==> config.mk <==
export PLATFORM = sky130hd
export DESIGN_NAME = conv_out_serializer
export DESIGN_NICKNAME = d
export VERILOG_FILES = /design/src/rtl/conv_out_serializer.sv
export SDC_FILE = /design/constraint.sdc
export NUM_CORES = 1
export LEC_CHECK = 0
export CAP_MARGIN = 20
export CELL_PAD_IN_SITES_DETAIL_PLACEMENT = 2
export CELL_PAD_IN_SITES_GLOBAL_PLACEMENT = 2
export CORE_MARGIN = 2
export CORE_UTILIZATION = 33
export CTS_BUF_LIST = sky130_fd_sc_hd__clkbuf_8
export CTS_CLUSTER_DIAMETER = 60
export DETAILED_ROUTE_END_ITERATION = 7
export PLACE_DENSITY = 0.95
export SLEW_MARGIN = 40
export SYNTH_ARGS = -nofsm -noshare
export SYNTH_HDL_FRONTEND = slang
export SYNTH_SLANG_ARGS = --single-unit
==> constraint.sdc <==
create_clock -name aclk -period 2.45 [get_ports aclk]
set_input_delay 0.245 -clock aclk [delete_from_list [all_inputs] [get_ports aclk]]
set_output_delay 0.245 -clock aclk [all_outputs]
set_load 0.005 [all_outputs]
==> src/rtl/conv_out_serializer.sv <==
`timescale 1ns/1ps
// conv_out_serializer
//   Takes one wide word (CONV_CORES results of DATA_WIDTH, core 1 in the LSBs)
//   per slave handshake. Re-emits it as BEATS = CONV_CORES/OUT_LANES narrow
//   beats on the master stream, lowest lane group first. tlast of the word is
//   carried on its final beat. frames_out counts beats sent with tlast and
//   wraps at 16 bits.
// Ports
//   aclk, aresetn    clock (rising edge), asynchronous active-low reset
//   s_axis_*         wide input stream (tdata/tvalid/tlast in, tready out)
//   m_axis_*         narrow output stream (tdata/tvalid/tlast out, tready in)
//   frames_out       wrapping count of output beats sent with tlast
module conv_out_serializer #(
  parameter int unsigned DATA_WIDTH = 16,
  parameter int unsigned CONV_CORES = 2,
  parameter int unsigned OUT_LANES  = 1
) (
  input  logic                             aclk,
  input  logic                             aresetn,
  input  logic [CONV_CORES*DATA_WIDTH-1:0] s_axis_tdata,
  input  logic                             s_axis_tvalid,
  input  logic                             s_axis_tlast,
  output logic                             s_axis_tready,
  output logic [OUT_LANES*DATA_WIDTH-1:0]  m_axis_tdata,
  output logic                             m_axis_tvalid,
  output logic                             m_axis_tlast,
  input  logic                             m_axis_tready,
  output logic [15:0]                      frames_out
);

  localparam int unsigned BEATS = CONV_CORES / OUT_LANES;
  localparam int unsigned LW    = OUT_LANES * DATA_WIDTH;
  localparam int unsigned WW    = CONV_CORES * DATA_WIDTH;
  localparam int unsigned CNT_W = (BEATS > 1) ? $clog2(BEATS) : 1;
  localparam logic [CNT_W-1:0] LAST_BEAT = CNT_W'(BEATS - 1);

  typedef enum logic {EMPTY, FULL} state_t;

  state_t           state_q, state_d;
  logic [CNT_W-1:0] beat_cnt_q, beat_cnt_d;
  logic [WW-1:0]    hold_q, hold_d;
  logic             hold_last_q, hold_last_d;
  logic [15:0]      frames_q, frames_d;

  logic             last_beat;
  logic             s_hs;
  logic             m_hs;
  logic [LW-1:0]    lane;

  always_ff @(posedge aclk or negedge aresetn) begin
    if (!aresetn) begin
      state_q     <= EMPTY;
      beat_cnt_q  <= '0;
      hold_q      <= '0;
      hold_last_q <= 1'b0;
      frames_q    <= '0;
    end else begin
      state_q     <= state_d;
      beat_cnt_q  <= beat_cnt_d;
      hold_q      <= hold_d;
      hold_last_q <= hold_last_d;
      frames_q    <= frames_d;
    end
  end

  // Lane group select, written as a mux to keep index arithmetic constant.
  always_comb begin
    lane = '0;
    for (int unsigned i = 0; i < BEATS; i++) begin
      if (beat_cnt_q == CNT_W'(i)) begin
        lane = hold_q[i*LW +: LW];
      end
    end
  end

  always_comb begin
    last_beat     = (beat_cnt_q == LAST_BEAT);
    m_axis_tvalid = (state_q == FULL);
    m_axis_tdata  = (state_q == FULL) ? lane : '0;
    m_axis_tlast  = (state_q == FULL) & hold_last_q & last_beat;
    // Ready on the last beat follows downstream ready so a new word can
    // replace the old one on the same edge.
    s_axis_tready = aresetn & ((state_q == EMPTY) | (last_beat & m_axis_tready));
    s_hs          = s_axis_tvalid & s_axis_tready;
    m_hs          = m_axis_tvalid & m_axis_tready;
    frames_out    = frames_q;
  end

  always_comb begin
    state_d     = state_q;
    beat_cnt_d  = beat_cnt_q;
    hold_d      = hold_q;
    hold_last_d = hold_last_q;
    frames_d    = frames_q;

    if (m_hs && m_axis_tlast) begin
      frames_d = frames_q + 16'd1;
    end

    case (state_q)
      EMPTY: begin
        if (s_hs) begin
          hold_d      = s_axis_tdata;
          hold_last_d = s_axis_tlast;
          beat_cnt_d  = '0;
          state_d     = FULL;
        end
      end
      FULL: begin
        if (m_hs) begin
          if (!last_beat) begin
            beat_cnt_d = beat_cnt_q + CNT_W'(1);
          end else if (s_hs) begin
            hold_d      = s_axis_tdata;
            hold_last_d = s_axis_tlast;
            beat_cnt_d  = '0;
          end else begin
            beat_cnt_d = '0;
            state_d    = EMPTY;
          end
        end
      end
      default: state_d = EMPTY;
    endcase
  end

endmodule

* Word-level counts from Yosys, hierarchy flattened
Index checks and enable logic that the tools add are counted.
W data, S select, Z words.
** Word-level totals
- Word-level logic and storage cells :: 39
- Bits of input ports :: 37
- Output and inout bits :: 35
- Register bits after elaboration :: 51
** Cells by class
- Equality and inequality tests :: 3
- Reductions and logical operators :: 3
- Multiplexer cells :: 18
- Add/subtract/negate cells :: 2
- Bitwise logic cells :: 8
** Operators by type and width (count)
- $mux W32 :: 3
- $pmux W32 S2 :: 1
- $mux W16 :: 2
- $add A16 B1 Y16 const B :: 1
- $mux W1 :: 9
- $and A1 B1 Y1 :: 6
- $pmux W1 S2 :: 3
- $ne A2 B1 Y1 const B :: 2
- $reduce_and A2 Y1 :: 2
- $ne A2 B2 Y1 const B :: 1
- $add A1 B1 Y1 const B :: 1
- $logic_and A1 B1 Y1 :: 1
- $not A1 Y1 :: 1
- $or A1 B1 Y1 :: 1

* Longest topological paths before layout
Gate-level depths: netlist of the first run.
- Depth after elaboration :: 8
- Depth in mapped cells :: 5
- Gate-level depth less buffers :: 5

* Worst setup path after synthesis of the first run
OpenSTA, ideal clock, no wires.
- Path type :: reg-to-reg
- Start :: register state_q (netlist: m_axis_tvalid)
- End :: register hold_last_q
- Data arrival time :: 1.425 ns
- Clock period less this slack :: 1.549 ns
- Path slack :: 0.901 ns
- Data required time :: 2.325 ns
- Buffers on the path :: 1
- Setup time :: 0.125 ns
- Cell stages (with the launch flop) :: 5
- Cells stage by stage :: dfrtp_1 -> a21bo_2 -> nand3_1 -> buf_2 -> mux2_2
** Between the ends
- Cells in the longest elaborated chain, start to end :: 8
- Elaborated cells between the ends (all ways) :: 12
- Those cells by class :: eq/ne (2); mux (4); bitwise (5); reduce/logical (1)
** RTL lines
- start: declaration :: RTL line 39 : state_t state_q, state_d;
- start signal: assignment :: RTL line 58 : state_q <= state_d;
- $not A1 Y1
- $or A1 B1 Y1 :: RTL line 83 : s_axis_tready = aresetn & ((state_q == EMPTY) | (last_beat & m_axis_tready));
- $and A1 B1 Y1 :: RTL line 83
- $and A1 B1 Y1 :: RTL line 84 : s_hs = s_axis_tvalid & s_axis_tready;
- $mux W1 (3 in series)
- $pmux W1 S2 :: RTL line 100 : case (state_q)
- end signal: assignment :: RTL line 61 : hold_last_q <= hold_last_d;
- end: declaration :: RTL line 42 : logic hold_last_q, hold_last_d;
Parallel ways exist; a longest one is shown, timed or not. The select of a mux whose other input is x is not followed.
A chain may end at the register's enable or synchronous reset.

* Worst setup path in the final report of the first run
- Start :: input aresetn
- End :: output s_axis_tready
** Between the ends
- Cells in the longest elaborated chain, start to end :: 1
** RTL lines
- start: declaration :: RTL line 19 : input logic aresetn,
- $and A1 B1 Y1 :: RTL line 83
- end: declaration :: RTL line 23 : output logic s_axis_tready,
No other way between the ends.

==> run summary, run 1 <==
Nets: 296
Clock Skew: 0.00671 ns
Max-slew headroom: 66.6%
Max_cap viols: 0
Max-slew violation count: 0
Setup WS post-layout: 0.367 ns
Final setup vio count: 0
Ys Warns: 0
CP required: 2.20 ns
Cell area after placement: 3140 um2
Min Tclk post-route: 2.08 ns
CP cell instances: dlygate4sd3_1, buf_2, and2_1, clkdlybuf4s50_1
DIE WIDTH: 87.5 um
Synthesized area per cell: 12.9 um2
Fin Setup TNS: 0 ns
Clk slew on worst S/H paths: 0.09 ns
Antenna cells: 0
Worst-Skew Late Latency: 0.30 ns
Setup slack, reg-to-reg: 0.62 ns
Startpoint types: primary input
Post-route DRC: 0
Area grow syn2layout: 41.5%
Clock tree sinks: 51
Routability cong.: 0.732
Outcome: finished, final reports clean
Peak VDD IR: 425 uV
1st-pass router iterations: 4
#FFs+latches synth: 51
IO Count: 72
Clk root buf: clkbuf_8
Cells after DPL: 330
Post-Route WL: 5.71 mm
Vias in the first global route: 1895
Remaining global-route overflow: 0
GRT Total Usage: 16.0%
Netlist Area Pre-Place: 2300 um2
Worst reg2reg startpoint: beat_cnt_q$_DFFE_PN0P_
FF-to-FF path depth: 5
Post-synthesis cell count: 179
Worst Tran Pin Value: 0.501 ns
Fmax: 0.480 GHz
Synth area leader: dfrtp_1
Initial antenna violation count: 0
Slowest-stage cell, CP: dlygate4sd3_1
Fin area: 3260 um2
Hold slack: 0.408 ns
HP Class: primary input to async pin
CP arrival: 1.84 ns
Clock Path Buffers: 2
Vias: 1661
Initial Util: 34.1%
Non-Filler Instances: 338
Antenna Nets Post-Route: 0
Sequential fraction of the synthesis area: 55.5%
Core box area: 6760 um2
Num CTS Buffers: 5
Largest stage delay, worst path: 0.54 ns
Ranking of synthesized cells by area: dfrtp_1 (55%), mux2_2 (16%), mux2i_1 (7.0%)
Mean routed wirelength per cell: 16.9 um
H-tree levels: 2
Crit-path max FO: 15
Worst Setup End Kind: output port
Die height: 87.5 um
Critical path class: primary input to output port
Drt via density: 4.91
Row cnt: 30
R2R Path End: frames_out[13]$_DFFE_PN0P_
Hpwl dp: 4.39 mm
Global-route wire length before repair: 9.51 mm
Syn nets: 217
Layout cells sized above 1: 19.8%
Endpoints failing hold: 0
RSZ-0062 raised after global routing: no
Yosys top cell area share: 55.5%
Leak pwr: 1.40 nW
Power Density: 1020 nW/um2
Setup Buffers After CTS: 0
DP Worst Slack: 0.396 ns
Largest net degree at the start of global routing: 40
Die area: 7660 um2
Initial DRC count: 49
I/O Buffers: 71
TritonCTS clock tree: yes
Cell variety after synth: 22
Final worst-path cycle share: 85.0%
[Yosys cell counts]
cell      count
dfrtp_1      51
mux2_2       33
mux2i_1      16
nor2b_1      16
nand2_1      13
xnor2_1       9
nand4_1       8
xor2_1        7
buf_2         5
nor2_1        5
nor3_1        3
and3_1        2
clkbuf_1      2
a21bo_2       1
and2_1        1
and4_1        1
ha_1          1
inv_1         1
nand3_1       1
nand4_2       1
o21ai_0       1
or4_4         1
[critical path: cells and delay by family]
kind | cells | cell delay, ns
buffers and inverters | 3 | 1.39
and+or+nand+nor | 1 | 0.21
[logic make-up (layout without fill, tap and decap cells)]
family / after synthesis / after routing / share of synthesized area (%)
simple gates: 52 / 52 / 12.6
flops: 51 / 51 / 55.5
mux: 49 / 49 / 23.1
xor+xnor: 16 / 16 / 6.09
buf+inv: 8 / 87 / 1.58
compound gates: 2 / 2 / 0.652
fa+ha+maj: 1 / 1 / 0.544
[layer usage]
| layer | vias up | track usage (%) | share of wire (%) |
|---|---|---|---|
| met5 | - | 0 | 0 |
| met4 | 0 | 3.78 | 0.82 |
| met3 | 6 | 3.79 | 5.1 |
| met2 | 50 | 29.1 | 54 |
| met1 | 834 | 19.0 | 40 |
| li1 | 771 | - | - |
[layout make-up]
| cell class | instances | area, um2 |
|---|---|---|
| Fill cell | 692 | 3500 |
| Sequential cell | 51 | 1280 |
| Multi-Input combinational cell | 120 | 993 |
| Timing Repair Buffer | 79 | 781 |
| Tap cell | 80 | 100 |
| Clock buffer | 5 | 68.8 |
| Clock inverter | 2 | 33.8 |
| Inverter | 1 | 3.75 |
[registers in the layout, indices dropped and copies added (netlist names)]
signal and flops:
hold_q 32, beat_cnt_q 1, hold_last_q 1, m_axis_tvalid 1, frames_out 16
[worst max-delay path by stage]
stage / from / to
finish: aresetn / s_axis_tready
global route: m_axis_tvalid$_DFF_PN0_ / m_axis_tdata[6]
CTS: aresetn / s_axis_tready
detailed placement: m_axis_tready / hold_q[2]$_DFFE_PN0P_
global placement: m_axis_tready / hold_q[2]$_DFFE_PN0P_
floorplan: m_axis_tvalid$_DFF_PN0_ / hold_last_q$_DFFE_PN0P_
[report_power, final]
group          switching, mW  internal [mW]
Combinational          0.499          0.894
Sequential             0.225           1.16
Clock                  0.264          0.295
Total                  0.988           2.35
[through the flow]
| stage | total power, mW | util, % |
|---|---|---|
| after floorplan | 2.09 | - |
| after global placement | 2.74 | 46.5 |
| after detailed placement | 2.83 | 46.5 |
| after CTS | 3.41 | 48.2 |
| after global routing | 3.60 | 48.2 |
| final | 3.34 | 48.2 |
[placed cells by master, fill, tap and decap left out, types with 2 or more instances in the layout]
master / instances
dfrtp_1: 51
nor2b_1: 16
xnor2_1: 9
nand2_1: 13
nand4_1: 8
mux2i_1: 16
xor2_1: 7
clkbuf_8: 5
clkdlybuf4s50_1: 70
nor3_1: 3
and3_1: 2
nor2_1: 5
buf_4: 6
mux2_2: 33
inv_1: 2
[repair_timing]
item                                    4_1_cts  5_1_grt
gates resized for setup                       0        0
endpoints found under the setup margin        0        0
hold buffers                                  1        0
endpoints found under the hold margin        12        0
(Power assumes the default switching activity.)
==> run 2: changes to the inputs <==
--- a/config.mk
+++ b/config.mk
@@ -8,7 +8,6 @@
 export CAP_MARGIN = 20
 export CELL_PAD_IN_SITES_DETAIL_PLACEMENT = 2
 export CELL_PAD_IN_SITES_GLOBAL_PLACEMENT = 2
-export CORE_MARGIN = 2
 export CORE_UTILIZATION = 33
 export CTS_BUF_LIST = sky130_fd_sc_hd__clkbuf_8
 export CTS_CLUSTER_DIAMETER = 60
==> run summary, run 2 (synthesized netlist as in run 1, its figures left out) <==
Outcome: finished, final reports clean
Die area: 7310 um2
Crit-path max FO: 9
Post-route DRC: 0
Antenna Nets Post-Route: 0
RSZ-0062 raised after global routing: no
Slowest-stage cell, CP: dfrtp_1
Layout cells sized above 1: 20.2%
Fmax: 0.456 GHz
CP arrival: 1.95 ns
Non-Filler Instances: 338
Worst reg2reg startpoint: beat_cnt_q$_DFFE_PN0P_
Clk root buf: clkbuf_8
GRT Total Usage: 17.2%
Commonest cells after routing, fill and taps aside: clkdlybuf4s50_1 (70), dfrtp_1 (51), mux2_2 (33)
Hpwl dp: 4.51 mm
Cell area after placement: 3120 um2
Max FFs per register: 32
Setup Buffers After CTS: 0
WP depth: 4
Mean routed wirelength per cell: 17.5 um
Worst-Skew Late Latency: 0.30 ns
Max_cap viols: 0
IO Count: 72
CP cell instances: buf_4, mux2i_1, nor2b_1, clkdlybuf4s50_1
Clock tree sinks: 51
Max-slew headroom: 61.3%
Remaining global-route overflow: 0
CP required: 2.20 ns
WL met3: 263 um
Top layer in use: met4
Initial Util: 34.1%
Most flops, register: hold_q
Largest net degree at the start of global routing: 46
Commonest non-fill, non-tap cell in the layout: clkdlybuf4s50_1
Global-route wire length before repair: 9.58 mm
Drt via density: 4.93
Initial antenna violation count: 0
Initial DRC count: 30
Vias in the first global route: 1885
Clock Skew: 0.00833 ns
DIE WIDTH: 85.5 um
Routability cong.: 0.694
Row cnt: 30
Vias: 1667
DR WL met2: 3.17 mm
Core box area: 6760 um2
Fin area: 3250 um2
HP Class: primary input to async pin
Clk slew on worst S/H paths: 0.10 ns
TritonCTS clock tree: yes
Setup WS post-layout: 0.256 ns
Critical path class: flip-flop to output port
Worst path bufs/invs: 2
Startpoint types: flip-flop
H-tree levels: 2
Leak pwr: 1.39 nW
Crit path max-delay family: buffers and inverters
1st-pass router iterations: 4
Wire length on met1: 2.40 mm
Largest stage delay, worst path: 0.62 ns
Area grow syn2layout: 41.3%
Min Tclk post-route: 2.19 ns
Post-Route WL: 5.92 mm
FF-to-FF path depth: 4
Nets: 295
Antenna cells: 0
I/O Buffers: 71
Endpoints failing hold: 0
Max-slew violation count: 0
Worst Setup End Kind: output port
Fin Setup TNS: 0 ns
Critical path launch point: beat_cnt_q$_DFFE_PN0P_
Power Density: 1050 nW/um2
Cells after DPL: 329
DP Worst Slack: 0.433 ns
Peak VDD IR: 443 uV
Final setup vio count: 0
Die height: 85.5 um
Clock Path Buffers: 2
Num CTS Buffers: 5
Final worst-path cycle share: 89.5%
Worst Tran Pin Value: 0.580 ns
Post-cts resize count: 0
## run 2: cell count changes in the layout (fill, tap and decap cells not counted), sizes merged
cell	previous run	this run
buf	8	7
clkbuf	5	6
clkinv	0	1
inv	2	1
## run 2: area by class of cell
cell class	instances	area, um2
Tap cell	80	100
Timing Repair Buffer	78	761
Inverter	1	3.75
Clock buffer	6	82.6
Fill cell	686	3500
Clock inverter	2	35.0
Multi-Input combinational cell	120	993
Sequential cell	51	1280
## run 2: through the flow
step | power, mW | util [%] | hold slack [ns]
floorplan | 2.09 | - | -0.0506
global placement | 2.73 | 46.2 | 0.107
detailed placement | 2.84 | 46.2 | 0.107
CTS | 3.46 | 48.1 | 0.344
global route | 3.62 | 48.1 | 0.375
finish | 3.40 | 48.1 | 0.376
## run 2: worst reg2reg max path, cell delays in order (launching register included)
cell and delay [ns]:
dfrtp_1 0.62, nand4_2 0.24, or4_4 0.60, nor2_1 0.16
xor2_1 0.16
## run 2: final timing paths
path                       slack, ns                    endpoint
max                             0.26             m_axis_tdata[8]
min                             0.38      hold_q[29]$_DFFE_PN0P_
max reg2reg                     0.59  frames_out[13]$_DFFE_PN0P_
min reg2reg                     0.49  frames_out[15]$_DFFE_PN0P_
max in group asynchronous       1.24  frames_out[13]$_DFFE_PN0P_
min in group aclk               0.49  frames_out[15]$_DFFE_PN0P_
## run 2: routing by layer
metal  global-route usage [%]  up-vias
met2                     31.7       48
met1                     20.2      835
li1                         -      775
met4                     4.24        0
met5                        0        -
met3                     3.95        9
## run 2: what timing repair did
item	in CTS	in global routing
hold buffers	1	0
endpoints found under the setup margin	0	0
endpoints found under the hold margin	6	0
## run 2: power breakdown
group / switching, mW / internal (mW) / leakage, nW
Combinational: 0.493 / 0.885 / 0.705
Sequential: 0.259 / 1.16 / 0.627
Clock: 0.277 / 0.331 / 0.0612
==> run 3: changes to the inputs <==
--- a/config.mk
+++ b/config.mk
@@ -8,6 +8,7 @@
 export CAP_MARGIN = 20
 export CELL_PAD_IN_SITES_DETAIL_PLACEMENT = 2
 export CELL_PAD_IN_SITES_GLOBAL_PLACEMENT = 2
+export CORE_ASPECT_RATIO = 1.75
 export CORE_UTILIZATION = 33
 export CTS_BUF_LIST = sky130_fd_sc_hd__clkbuf_8
 export CTS_CLUSTER_DIAMETER = 60
==> run summary, run 3 (synthesized netlist as in run 1, its figures left out) <==
Clk slew on worst S/H paths: 0.09 ns
HP Class: primary input to async pin
Fin Setup TNS: 0 ns
I/O Buffers: 71
CP required: 2.20 ns
Setup Buffers After CTS: 0
Row cnt: 39
Clock Path Buffers: 2
Vias: 1696
Setup WS post-layout: 0.261 ns
Worst Tran Pin Value: 0.654 ns
Hpwl dp: 4.56 mm
Antenna cells: 0
Commonest cells after routing, fill and taps aside: clkdlybuf4s50_1 (70), dfrtp_1 (51), mux2_2 (33)
Slowest-stage cell, CP: dfrtp_1
Mean routed wirelength per cell: 18.0 um
Max-slew headroom: 56.4%
Fmax: 0.457 GHz
Startpoint types: flip-flop
TritonCTS clock tree: yes
Largest stage delay, worst path: 0.65 ns
Die area: 7320 um2
Max_cap viols: 0
H-tree levels: 2
Initial DRC count: 46
Endpoints failing hold: 0
Post-Route WL: 6.10 mm
CTS Hold Bufs: 0
Area grow syn2layout: 40.2%
Worst reg2reg startpoint: m_axis_tvalid$_DFF_PN0_
CP arrival: 1.94 ns
Post-route DRC: 0
Worst-Skew Late Latency: 0.31 ns
1st-pass router iterations: 4
Routability cong.: 0.710
Initial Util: 34.7%
Max-slew violation count: 0
Clock tree sinks: 51
RSZ-0062 raised after global routing: no
Drt via density: 5.00
Peak VDD IR: 498 uV
Layout cells sized above 1: 19.8%
FF-to-FF path depth: 4
GRT Total Usage: 18.2%
Initial antenna violation count: 0
Antenna Nets Post-Route: 0
Clk root buf: clkbuf_8
IO Count: 72
Final setup vio count: 0
Post-cts resize count: 0
Core box area: 6640 um2
Worst Setup End Kind: output port
Num CTS Buffers: 5
Crit-path max FO: 16
Power Density: 1030 nW/um2
Min Tclk post-route: 2.19 ns
Nets: 294
R2R Path End: frames_out[15]$_DFFE_PN0P_
Outcome: finished, final reports clean
DIE WIDTH: 65.1 um
Remaining global-route overflow: 0
Die height: 112 um
Setup slack, reg-to-reg: 0.54 ns
Max FFs per register: 32
Clock Skew: 0.00534 ns
Largest net degree at the start of global routing: 52
Vias in the first global route: 1978
Leak pwr: 1.38 nW
Crit path max-delay family: buffers and inverters
Most flops, register: hold_q
Global-route wire length before repair: 9.84 mm
Final worst-path cycle share: 89.3%
Commonest non-fill, non-tap cell in the layout: clkdlybuf4s50_1
Critical path class: flip-flop to output port
Worst path bufs/invs: 2
DP Worst Slack: 0.413 ns
CP cell instances: buf_4, nor2b_1, clkdlybuf4s50_1
## run 3: metrics by stage
stage	cell area, um2	hold WS (ns)	total power [mW]	std cells	utilization [%]
finish	3230	0.113	3.33	339	48.6
CTS	3230	0.127	3.39	339	48.6
floorplan	2300	-0.0506	2.09	179	-
global placement	3130	0.456	2.74	331	47.1
detailed placement	3130	0.470	2.83	331	47.1
global route	3230	0.147	3.53	339	48.6
## run 3: power by group
| group | leakage, nW | switching [mW] | internal [mW] |
|---|---|---|---|
| combinational | 0.700 | 0.498 | 0.883 |
| sequential | 0.627 | 0.252 | 1.16 |
| clock | 0.0557 | 0.279 | 0.254 |
| total | 1.38 | 1.03 | 2.30 |
## run 3: how the worst max path moves through the flow
stage	start	end	cells after the start
floorplan	m_axis_tvalid$_DFF_PN0_	hold_last_q$_DFFE_PN0P_	4
global placement	m_axis_tready	frames_out[11]$_DFFE_PN0P_	5
detailed placement	m_axis_tready	frames_out[11]$_DFFE_PN0P_	5
CTS	m_axis_tvalid$_DFF_PN0_	m_axis_tdata[0]	3
global route	m_axis_tvalid$_DFF_PN0_	m_axis_tdata[0]	3
finish	m_axis_tvalid$_DFF_PN0_	m_axis_tdata[0]	3
## run 3: final cells by class
type	count	area [um2]
Clock buffer	7	96.3
Sequential cell	51	1280
Inverter	1	3.75
Timing Repair Buffer	77	751
Multi-Input combinational cell	120	993
Tap cell	82	103
Fill cell	704	3410
Clock inverter	1	3.75
## run 3: layer usage
metal	wire, um	track usage [%]	vias up
met1	2090	17.3	875
met5	0	0	-
met2	3710	36.7	47
met3	216	3.76	7
met4	86	5.65	0
li1	-	-	767
